===== config.mk =====
export PLATFORM = sky130hd
export DESIGN_NAME = sparse_weight_encoder
export DESIGN_NICKNAME = d
export VERILOG_FILES = /design/src/rtl/cnn_sparse_pkg.sv /design/src/rtl/sparse_weight_encoder.sv
export SDC_FILE = /design/constraint.sdc
export NUM_CORES = 1
export LEC_CHECK = 0
export BUFFER_PORTS_ARGS = -buffer_cell sky130_fd_sc_hd__buf_2
export CAP_MARGIN = 15
export CORE_ASPECT_RATIO = 1.5
export CORE_MARGIN = 3
export CORE_UTILIZATION = 30
export CTS_CLUSTER_SIZE = 20
export DETAILED_ROUTE_END_ITERATION = 10
export GPL_ROUTABILITY_DRIVEN = 0
export GPL_TIMING_DRIVEN = 1
export HOLD_SLACK_MARGIN = 0.15
export SLEW_MARGIN = 20
export SYNTH_ARGS = -nofsm -noshare
export SYNTH_HDL_FRONTEND = slang
export SYNTH_SLANG_ARGS = --single-unit

===== constraint.sdc =====
create_clock -name clk -period 5.05 [get_ports clk]
set_input_delay 0.2525 -clock clk [delete_from_list [all_inputs] [get_ports clk]]
set_output_delay 0.2525 -clock clk [all_outputs]
set_load 0.01 [all_outputs]

===== src/rtl/cnn_sparse_pkg.sv =====
// Shared definitions for the sparse weight encoder/decoder pair: default geometry,
// FSM state encoding and a counter-width helper.
package cnn_sparse_pkg;

  localparam int IN_CHANNELS_DEF        = 3;
  localparam int KER_SIZE_DEF           = 3;
  localparam int NON_ZERO_WEIGHTS_DEF   = 6;
  localparam int BIT_SIZE_DEF           = 16;
  localparam int INDEX_BIT_SIZE_DEF     = 3;
  localparam int R_POINTER_BIT_SIZE_DEF = 3;

  localparam int ROWS  = IN_CHANNELS_DEF * KER_SIZE_DEF;
  localparam int BEATS = ROWS * KER_SIZE_DEF;

  typedef enum logic [1:0] {
    IDLE = 2'd0,
    LOAD = 2'd1,
    DONE = 2'd2
  } enc_state_e;

  // Width of a counter covering 0..n-1; never narrower than one bit.
  function automatic int cnt_width(input int n);
    return (n > 1) ? $clog2(n) : 1;
  endfunction

endpackage


===== src/rtl/sparse_weight_encoder.sv =====
// Compresses one filter's dense KxK x IN_CHANNELS kernel into packed non-zero values,
// per-value column indices and per-row cumulative row pointers.
module sparse_weight_encoder
  import cnn_sparse_pkg::*;
#(
  parameter int IN_CHANNELS        = IN_CHANNELS_DEF,
  parameter int KER_SIZE           = KER_SIZE_DEF,
  parameter int NON_ZERO_WEIGHTS   = NON_ZERO_WEIGHTS_DEF,
  parameter int BIT_SIZE           = BIT_SIZE_DEF,
  parameter int INDEX_BIT_SIZE     = INDEX_BIT_SIZE_DEF,
  parameter int R_POINTER_BIT_SIZE = R_POINTER_BIT_SIZE_DEF
) (
  input  logic                                             clk,
  input  logic                                             rst,
  input  logic                                             start,
  input  logic [BIT_SIZE-1:0]                              in_data,
  input  logic                                             in_valid,
  output logic                                             in_ready,
  output logic [NON_ZERO_WEIGHTS*BIT_SIZE-1:0]             weights,
  output logic [NON_ZERO_WEIGHTS*INDEX_BIT_SIZE-1:0]       index,
  output logic [IN_CHANNELS*KER_SIZE*R_POINTER_BIT_SIZE-1:0] r_pointer,
  output logic [R_POINTER_BIT_SIZE-1:0]                    nz_count,
  output logic                                             out_valid,
  output logic                                             done,
  output logic                                             overflow,
  output enc_state_e                                       fsm_state
);

  localparam int N_ROWS = IN_CHANNELS * KER_SIZE;
  localparam int COL_W  = cnt_width(KER_SIZE);
  localparam int ROW_W  = cnt_width(N_ROWS);
  localparam int RPW    = R_POINTER_BIT_SIZE;

  localparam logic [COL_W-1:0] LAST_COL = COL_W'(KER_SIZE - 1);
  localparam logic [ROW_W-1:0] LAST_ROW = ROW_W'(N_ROWS - 1);
  localparam logic [RPW-1:0]   NZ_CAP   = RPW'(NON_ZERO_WEIGHTS);

  if (KER_SIZE > (2 ** INDEX_BIT_SIZE)) begin : g_bad_index_width
    $error("INDEX_BIT_SIZE too narrow for KER_SIZE");
  end
  if (NON_ZERO_WEIGHTS >= (2 ** R_POINTER_BIT_SIZE)) begin : g_bad_rptr_width
    $error("R_POINTER_BIT_SIZE too narrow for NON_ZERO_WEIGHTS");
  end

  enc_state_e       state;
  logic [COL_W-1:0] col_cnt;
  logic [ROW_W-1:0] row_cnt;
  logic             is_nz;
  logic             has_room;
  logic             store;
  logic [RPW-1:0]   nz_next;

  // Handshake: a beat transfers on a rising edge where in_valid && in_ready and start is low;
  // in_ready is a pure decode of the registered state, so it never depends on in_valid.
  assign in_ready  = (state == LOAD);
  assign fsm_state = state;

  assign is_nz    = (in_data != '0);
  assign has_room = (nz_count < NZ_CAP);
  assign store    = is_nz && has_room;
  assign nz_next  = nz_count + RPW'(store);

  always_ff @(posedge clk or posedge rst) begin
    if (rst) begin
      state     <= IDLE;
      col_cnt   <= '0;
      row_cnt   <= '0;
      weights   <= '0;
      index     <= '0;
      r_pointer <= '0;
      nz_count  <= '0;
      out_valid <= 1'b0;
      done      <= 1'b0;
      overflow  <= 1'b0;
    end else begin
      done <= 1'b0;
      if (start) begin
        // Start aborts whatever is in flight, including a beat offered this cycle.
        state     <= LOAD;
        col_cnt   <= '0;
        row_cnt   <= '0;
        weights   <= '0;
        index     <= '0;
        r_pointer <= '0;
        nz_count  <= '0;
        out_valid <= 1'b0;
        overflow  <= 1'b0;
      end else begin
        case (state)
          IDLE: state <= IDLE;
          LOAD: begin
            if (in_valid) begin
              for (int k = 0; k < NON_ZERO_WEIGHTS; k++) begin
                if (store && (nz_count == RPW'(k))) begin
                  weights[k*BIT_SIZE +: BIT_SIZE]           <= in_data;
                  index[k*INDEX_BIT_SIZE +: INDEX_BIT_SIZE] <= INDEX_BIT_SIZE'(col_cnt);
                end
              end
              nz_count <= nz_next;
              if (is_nz && !has_room) overflow <= 1'b1;

              if (col_cnt == LAST_COL) begin
                for (int j = 0; j < N_ROWS; j++) begin
                  if (row_cnt == ROW_W'(j)) r_pointer[j*RPW +: RPW] <= nz_next;
                end
                col_cnt <= '0;
                row_cnt <= row_cnt + 1'b1;
                if (row_cnt == LAST_ROW) begin
                  state     <= DONE;
                  done      <= 1'b1;
                  out_valid <= 1'b1;
                end
              end else begin
                col_cnt <= col_cnt + 1'b1;
              end
            end
          end
          DONE:    state <= IDLE;
          default: state <= IDLE;
        endcase
      end
    end
  end

endmodule

==> impl_metrics.ini, run 1 <==
[global_route]
track_usage_pct = 15.7
grt_max_degree = 108
grt_pass1_vias = 4703
grt_pass1_wl_um = 28500
antenna_found_initial = 1
gr-total-overflow = 0

[sta]
hold_violations = 0
finalMaxSlewViolations = 0
worst_clock_skew_ns = 0.00933
maxSlewHeadroom_pct = 48.9
period_minus_slack_ns = 2.21
setup_viol = 0
finalCritPeriodShare_pct = 43.8
finalSetupTns_ns = 0
finalWorstSetupSlack_ns = 2.84
worst_slew_pin_slew_ns = 0.766
hold-worst-slack_ns = 0.300
grt_setup_unrepaired = false
fmax_ghz = 0.453

[detailed_routing]
num_vias = 4680
antenna_left = 0
detail_route.first_pass.iterations = 4
routed_via_density = 4.69
drt_first_iter_violations = 263
post_drt_wl_per_cell_um = 18.4
wl_um = 18400
route.detailed.drc = 0

[clock_tree]
cts_root_buffer = clkbuf_16
cts.sinks = 149
cts_tree = done
cts.path.max_buffers = 2
clkTransAtPathRegs_ns = 0.06
numCtsBuffers = 17
h-tree-depth = 4
post_cts_buffers = 0
insertion_delay_ns = 0.42

[placement]
preCtsSetupSlack_ns = 2.37
port-buffer-count = 163
hpwlAfterDp_um = 12800

[final_layout]
antenna_cells = 0
drive_above_1_share_pct = 29.1
fin_nets = 745
syn2layout_area_growth_pct = 24.2

[worst_setup_path]
worst_ep_required_time_ns = 5.39
worstPathArrival_ns = 2.55
worstSetupStartpoint = start
worstSetupStartpointType = input port
end_kind = flop
crit_fanout = 76
r2r-start = fsm_state[1]
critPathKind = in2reg
rr_worst_depth = 4

[synthesis]
synthFlopType = dfrtp_1
syn_avg_cell_area_sq_um = 11.5
ys_seq_area_share_pct = 56.9
syn_inst = 571
ys_types = 43
yosysWarnings = 0
syn_area_sq_um = 6560
synthArstFlopShare_pct = 100
synth_edf_count = 0
synth-seq-cells = 149

[run]
cap_violations = 0

[floorplanning]
die_h_um = 187
num_io_pins = 170
fp-row-count = 65
initial_core_util_pct = 30.9
dieArea_sq_um = 23700
fp.coreArea_sq_um = 21200
die_w_um = 127

[min_path]
whs_path_depth = 3
hp-start = in_data[1]
hold_path_class = in2reg

[power_and_ir_drop]
peakVddDrop_v = 0.000211
p_per_area_nw_per_um2 = 337
leakage_nw = 4.65

[run_status]
status = finished clean
## synthesized netlist by cell type, drive strengths merged (2+ instances only)
master  number  share of area (%)
dfrtp      149                 57
nand4b       6               0.80
nor2        27                1.5
clkbuf      22                1.3
nand3        6               0.46
nand2      142                8.2
ha           6                1.1
xnor2        3               0.40
mux2i      129                 20
nor3b        2               0.31
inv          6               0.34
buf         27                3.2
nand4        3               0.52
nor3         3               0.23
nor2b        2               0.19
nand3b       2               0.23
nor4         5                1.4
a21oi        7               0.59
o21ai        7               0.53
and4         3               0.40
## layer usage
layer	vias to the layer above	global-route usage, %	wire [um]
met5	-	0	7
met4	2	4.05	189
met3	18	4.69	1160
met2	159	26.2	9180
met1	2301	19.8	7830
li1	2200	-	-
## per-stage QoR
stage	instance area (sq um)	util (%)	power, W	cells
final	8140	38.4	0.00274	997
after global routing	8140	38.4	0.00285	997
after CTS	8120	38.2	0.00278	996
after detailed placement	7500	35.3	0.00146	965
after global placement	7500	35.3	0.00146	965
after floorplan	6580	-	0.00138	576
## cells by family (layout without fill, tap and decap cells)
family | count (synthesis) | count (layout) | share of synthesized area [%]
AO/OA/AOI/OAI | 19 | 19 | 1.76
XOR/XNOR | 4 | 4 | 0.534
adder cells (fa/ha/maj) | 6 | 6 | 1.14
buffers and inverters | 55 | 208 | 4.85
flip-flops | 149 | 149 | 56.9
multiplexers | 129 | 129 | 19.7
other | 1 | 6 | 0.0572
AND/OR/NAND/NOR | 208 | 208 | 15.1
## where the power goes
| group | leakage (nW) | total [W] | switching [W] | internal [W] |
|---|---|---|---|---|
| combinational | 2.30 | 0.000201 | 0.000140 | 0.0000614 |
| sequential | 2.06 | 0.00124 | 0.0000175 | 0.00122 |
| clock | 0.285 | 0.00130 | 0.000488 | 0.000816 |
| total | 4.65 | 0.00274 | 0.000645 | 0.00210 |
## critical path, stage by stage
cell     delay [ns]
buf_2          0.32
inv_4          0.55
buf_4          0.73
nand2_1        0.41
mux2i_1        0.24
## flip-flops by register name, indices dropped and copies added, names as in the netlist
| register | count |
|---|---|
| col_cnt | 2 |
| weights | 96 |
| nz_count | 3 |
| fsm_state | 2 |
| row_cnt | 4 |
| overflow | 1 |
| done | 1 |
| out_valid | 1 |
| r_pointer | 27 |
| index | 12 |
## placed cells by master (no fill, tap or decap), drive strengths merged, types with 4 or more instances in the layout
| cell | netlist | layout |
|---|---|---|
| o21ai | 7 | 7 |
| nand2 | 142 | 142 |
| bufinv | 0 | 4 |
| a21oi | 7 | 7 |
| nor2 | 27 | 27 |
| ha | 6 | 6 |
| dfrtp | 149 | 149 |
| nand3 | 6 | 6 |
| conb | 1 | 6 |
| mux2i | 129 | 129 |
| buf | 27 | 171 |
| clkinv | 0 | 4 |
| clkbuf | 22 | 19 |
| nand4b | 6 | 6 |
| nor4 | 5 | 5 |
| inv | 6 | 6 |
## area by class of cell
| class | count | area, sq um |
|---|---|---|
| multi-input combinational | 372 | 2540 |
| fill | 2087 | 13100 |
| sequential | 149 | 3730 |
| clock buffer | 19 | 433 |
| clock inverter | 10 | 159 |
| inverter | 6 | 30.0 |
| tap | 268 | 335 |
| timing repair buffer | 173 | 916 |
## path summary, 6_finish.rpt
check,endpoint,slack (ns)
worst min-delay path,weights[33],0.30
worst max-delay path,weights[88],2.84
min in group asynchronous,weights[8],0.40
max in group asynchronous,r_pointer[25],3.32
worst max register to register,weights[7],2.90
worst min register to register,r_pointer[26],0.50
## repair_timing
| item | CTS | global route |
|---|---|---|
| hold buffers | 2 | 0 |
| resized for setup | 0 | 0 |
| hold endpoints to repair | 107 | 0 |
Power figures use the tool's default switching activity.
==> run 2, diff against run 1 <==
--- a/config.mk
+++ b/config.mk
@@ -5,6 +5,7 @@
 export SDC_FILE = /design/constraint.sdc
 export NUM_CORES = 1
 export LEC_CHECK = 0
+export ABC_AREA = 1
 export BUFFER_PORTS_ARGS = -buffer_cell sky130_fd_sc_hd__buf_2
 export CAP_MARGIN = 15
 export CORE_ASPECT_RATIO = 1.5
==> constraint.sdc (replaced) <==
create_clock -name clk -period 2.2 [get_ports clk]
set_input_delay 0.11 -clock clk [delete_from_list [all_inputs] [get_ports clk]]
set_output_delay 0.11 -clock clk [all_outputs]
set_load 0.01 [all_outputs]
==> impl_metrics.ini, run 2 <==
[placement]
hpwlAfterDp_um = 16000
port-buffer-count = 163
placedCellCount = 1183

[power_and_ir_drop]
leakage_nw = 4.94
peakVddDrop_v = 0.000573
sw_frac_of_total_pct = 27.3
p_total_w = 0.00693
p_comb_share_pct = 12.9
p_switching_w = 0.00189
internal_power_w = 0.00504
p_per_area_nw_per_um2 = 803
clkPwrFrac_pct = 44.5
p_seq_share_pct = 42.6

[clock_tree]
numCtsBuffers = 17
cts_root_buffer = clkbuf_16
cts_tree = done
cts.sinks = 149
cts.path.max_buffers = 2
h-tree-depth = 4
post_cts_buffers = 0
clkTransAtPathRegs_ns = 0.06
insertion_delay_ns = 0.43

[worst_setup_path]
worstSetupStartpointType = flop
end_kind = flop
crit_fanout = 10
critPathKind = reg2reg
worstSetupStartpoint = nz_count[2]
r2r-start = nz_count[2]
worstPathArrival_ns = 2.23
worst_ep_required_time_ns = 2.57

[synthesis]
ys_seq_area_share_pct = 55.1
ys_types = 27
yosysWarnings = 0
syn_area_sq_um = 6770
syn_avg_cell_area_sq_um = 8.82
yosys.area.top_type = dfrtp_1
synth_area_leaders = dfrtp_1 (55%), nand2_1 (11%), nand4_1 (10%)
synthArstFlopShare_pct = 100
synth.most_common_cell = nand2_1
synthFlopType = dfrtp_1
synth_commonest_cells = nand2_1 (190), dfrtp_1 (149), nand3_1 (134)
synth_top_area_share_pct = 55.1
syn_inst = 767
synth_edf_count = 0
synth-seq-cells = 149

[final_layout]
fill_cells = 2280
antenna_cells = 0
final_cell_mix = nand2_1 (190), buf_2 (163), dfrtp_1 (149)
top_regs = weights x96, r_pointer x27, index x12
final_common_cell = nand2_1
drive_above_1_share_pct = 27.4
fin_cells = 1217
syn2layout_area_growth_pct = 27.5
register_area_sq_um = 3730
multi_input_area_sq_um = 2610
largest_register_ffs = 96
fin_nets = 958
regMostFlops = weights

[sta]
fmax_ghz = 0.537
maxSlewHeadroom_pct = 57.4
finalMaxSlewViolations = 0
grt_setup_unrepaired = false
finalSetupTns_ns = 0
finalCritPeriodShare_pct = 84.7
worst_clock_skew_ns = 0.00629
worst_slew_pin_slew_ns = 0.637
period_minus_slack_ns = 1.86
setup_viol = 0
hold_violations = 0

[detailed_routing]
num_vias = 6278
post_drt_wl_per_cell_um = 19.4
route.detailed.drc = 0
detail_route.first_pass.iterations = 5
antenna_left = 0
routed_via_density = 5.16
drt_first_iter_violations = 475
wl_um = 23600

[floorplanning]
initial_core_util_pct = 30.8
fp-row-count = 66
dieArea_sq_um = 24400
fp.coreArea_sq_um = 22000
die_h_um = 190
num_io_pins = 170
die_w_um = 129

[min_path]
hp-start = in_data[15]
hold_path_class = in2reg

[global_route]
antenna_found_initial = 0
grt_pass1_wl_um = 35200
gr-total-overflow = 0
grt_max_degree = 56
track_usage_pct = 19.2
grt_pass1_vias = 5818

[run]
cap_violations = 0

[run_status]
status = finished clean
run 2: routing by layer:
| layer | GRT usage [%] | wire [um] |
|---|---|---|
| met5 | 0 | 0 |
| met4 | 6.39 | 448 |
| met3 | 4.72 | 1310 |
| met2 | 32.6 | 12300 |
| met1 | 23.8 | 9540 |
run 2: power groups by stage:
stage	registers [W]	clock network (W)	logic, W
after floorplan	0.00304	0	0.000449
after global placement	0.00300	0	0.000891
after detailed placement	0.00300	0	0.000899
after CTS	0.00295	0.00315	0.000903
after global routing	0.00296	0.00327	0.000978
final	0.00295	0.00309	0.000892
run 2: layout make-up:
cell class | count | area share, %
Clock buffer | 21 | 5.57
Clock inverter | 11 | 1.70
Inverter | 37 | 1.68
Multi-Input combinational cell | 522 | 30.3
Sequential cell | 149 | 43.2
Tap cell | 272 | 3.95
Timing Repair Buffer | 205 | 13.6
run 2: critical path, stage by stage (launching register included):
cell and delay (ns):
dfrtp_1 0.47, nand2_1 0.10, inv_1 0.05, a21oi_1 0.12, ha_1 0.17, ha_1 0.19
o21ai_1 0.09, a21oi_2 0.41, o21ai_1 0.13, nand2_1 0.08
run 2: logic make-up (layout without fill, tap and decap cells):
group,after synthesis,in the layout,share of synthesized area [%]
buffers and inverters,101,274,6.68
and+or+nand+nor,490,490,35.3
muxes,1,1,0.166
xor gates and xnor gates,1,1,0.129
AOI/OAI and AO/OA,18,18,1.42
adders and majority gates,6,6,1.11
other,1,6,0.0554
DFF,149,149,55.1
run 2: what timing repair did:
| action | CTS | global route |
|---|---|---|
| setup endpoints to repair | 0 | 10 |
| resized for setup | 0 | 1 |
| hold endpoints to repair | 21 | 0 |
| hold buffers | 2 | 0 |
run 2: per-stage QoR:
stage | instance area [sq um] | utilization [%] | worst slack (ns) | hold slack (ns)
after global placement | 7970 | 36.3 | 0.0773 | 0.214
after detailed placement | 7970 | 36.3 | 0.0658 | 0.204
after floorplan | 6790 | - | 0.215 | 0.376
final | 8620 | 39.3 | 0.336 | 0.191
after global routing | 8620 | 39.3 | 0.158 | 0.232
after CTS | 8620 | 39.2 | 0.103 | 0.187
run 2: worst paths after layout:
path	to	slack, ns	depth (start not counted)
min	weights[95]	0.19	5
max reg2reg	r_pointer[11]	0.34	9
min in group asynchronous	weights[66]	0.28	3
min reg2reg	r_pointer[21]	0.47	2
max in group asynchronous	row_cnt[3]	1.26	4
max	r_pointer[11]	0.34	9
==> run 3, diff against run 2 <==
==> constraint.sdc (replaced) <==
create_clock -name clk -period 1.88 [get_ports clk]
set_input_delay 0.094 -clock clk [delete_from_list [all_inputs] [get_ports clk]]
set_output_delay 0.094 -clock clk [all_outputs]
set_load 0.01 [all_outputs]
==> impl_metrics.ini, run 3 (same netlist as run 2, synthesis figures left out) <==
[floorplanning]
fp.coreArea_sq_um = 22000
initial_core_util_pct = 30.8
die_h_um = 190
die_w_um = 129
dieArea_sq_um = 24400
fp-row-count = 66
num_io_pins = 170

[final_layout]
largest_register_ffs = 96
fill_cells = 2279
antenna_cells = 0
top_regs = weights x96, r_pointer x27, index x12
syn2layout_area_growth_pct = 29.1
fin_cells = 1228
final_common_cell = nand2_1
final_cell_mix = nand2_1 (190), buf_2 (163), dfrtp_1 (149)
drive_above_1_share_pct = 28.2
regMostFlops = weights
fin_nets = 969

[placement]
preCtsSetupSlack_ns = -0.275
hpwlAfterDp_um = 16000
port-buffer-count = 163
placedCellCount = 1194

[detailed_routing]
route.detailed.drc = 0
wl_um = 23300
num_vias = 6341
routed_via_density = 5.16
detail_route.first_pass.iterations = 5
antenna_left = 0
post_drt_wl_per_cell_um = 19.0
drt_first_iter_violations = 545

[sta]
finalMaxSlewViolations = 0
setup_viol = 0
fmax_ghz = 0.602
hold_violations = 0
grt_setup_unrepaired = false
finalSetupTns_ns = 0
period_minus_slack_ns = 1.66
worst_slew_pin_slew_ns = 0.741
finalCritPeriodShare_pct = 88.3
maxSlewHeadroom_pct = 50.6
finalWorstSetupSlack_ns = 0.220
worst_clock_skew_ns = 0.0102

[global_route]
track_usage_pct = 19.2
grt_pass1_vias = 6055
gr-total-overflow = 0
antenna_found_initial = 0
grt_max_degree = 68
grt_pass1_wl_um = 35700

[power_and_ir_drop]
p_per_area_nw_per_um2 = 940
leakage_nw = 5.01
peakVddDrop_v = 0.000594

[worst_setup_path]
crit_fanout = 10
worst_ep_required_time_ns = 2.24
crit_chain = nand2_1 -> inv_1 -> a21oi_1 -> ha_1 -> ha_1 -> o21ai_1 -> a21oi_4 -> nand2_1 -> o21ai_0
end_kind = flop
cp_top_family = compound AO/OA/AOI/OAI gates
slowest_delay_ns = 0.38
slowest_stage = dfrtp_1
critPathKind = reg2reg
crit_buf_inv = 1
worstPathArrival_ns = 2.02
worstSetupStartpointType = flop

[clock_tree]
cts_tree = done
h-tree-depth = 4
numCtsBuffers = 17
cts.sinks = 149
cts_root_buffer = clkbuf_16
post_cts_buffers = 0
cts.path.max_buffers = 2
clkTransAtPathRegs_ns = 0.07
insertion_delay_ns = 0.44

[run_status]
status = finished clean

[min_path]
hold_path_class = in2reg

[run]
cap_violations = 0
==> run 3: final cells by class <==
cell class | count | area, sq um | share of cell area [%]
flip-flops and latches | 149 | 3730 | 42.7
multi-input cells | 522 | 2620 | 30.0
repair buffers | 216 | 1270 | 14.5
clock buffers | 17 | 425 | 4.87
well taps | 272 | 340 | 3.90
clock inverters | 15 | 205 | 2.35
inverters | 37 | 145 | 1.66
==> run 3: power by group <==
group / leakage, nW / internal [W] / switching (W)
sequential: 2.04 / 0.00335 / 0.0000893
clock: 0.312 / 0.00215 / 0.00154
combinational: 2.65 / 0.000331 / 0.000739
==> run 3: final timing paths <==
kind                                   start           end  slack, ns  cells after the start
worst max-delay path             nz_count[1]   nz_count[2]       0.22                      9
worst min-delay path              in_data[7]   weights[23]       0.16                      5
worst max register to register   nz_count[1]   nz_count[2]       0.22                      9
worst min register to register  r_pointer[6]  r_pointer[6]       0.47                      2
max in group asynchronous                rst    col_cnt[1]       0.98                      4
min in group asynchronous                rst   weights[64]       0.22                      3
==> run 3: repair_timing <==
item                                    CTS  global route
hold buffers                              2             0
endpoints found under the hold margin   150             0
endpoints found under the setup margin   10             4
resized for setup                         1             1
==> run 3: through the flow <==
stage	cell area, sq um	hold WS, ns	util, %	total power [W]
3_3_place_gp	8070	0.121	36.7	0.00456
5_1_grt	8730	0.190	39.7	0.00854
3_5_place_dp	8070	0.121	36.7	0.00458
2_1_floorplan	6790	0.360	-	0.00409
4_1_cts	8720	0.165	39.7	0.00830
6_report	8730	0.163	39.7	0.00821
==> run 3: worst min-delay path, delay by kind of cell <==
family,cells,cell delay [ns]
AND/OR/NAND/NOR,3,0.29
buffers and inverters,2,0.18
==> run 3: metal layers <==
layer	routed length, um	part of all wire [%]	track usage, %
met1	9290	40	24.9
met2	11900	51	31.3
met3	1660	7.1	4.78
met4	497	2.1	6.63
met5	0	0	0
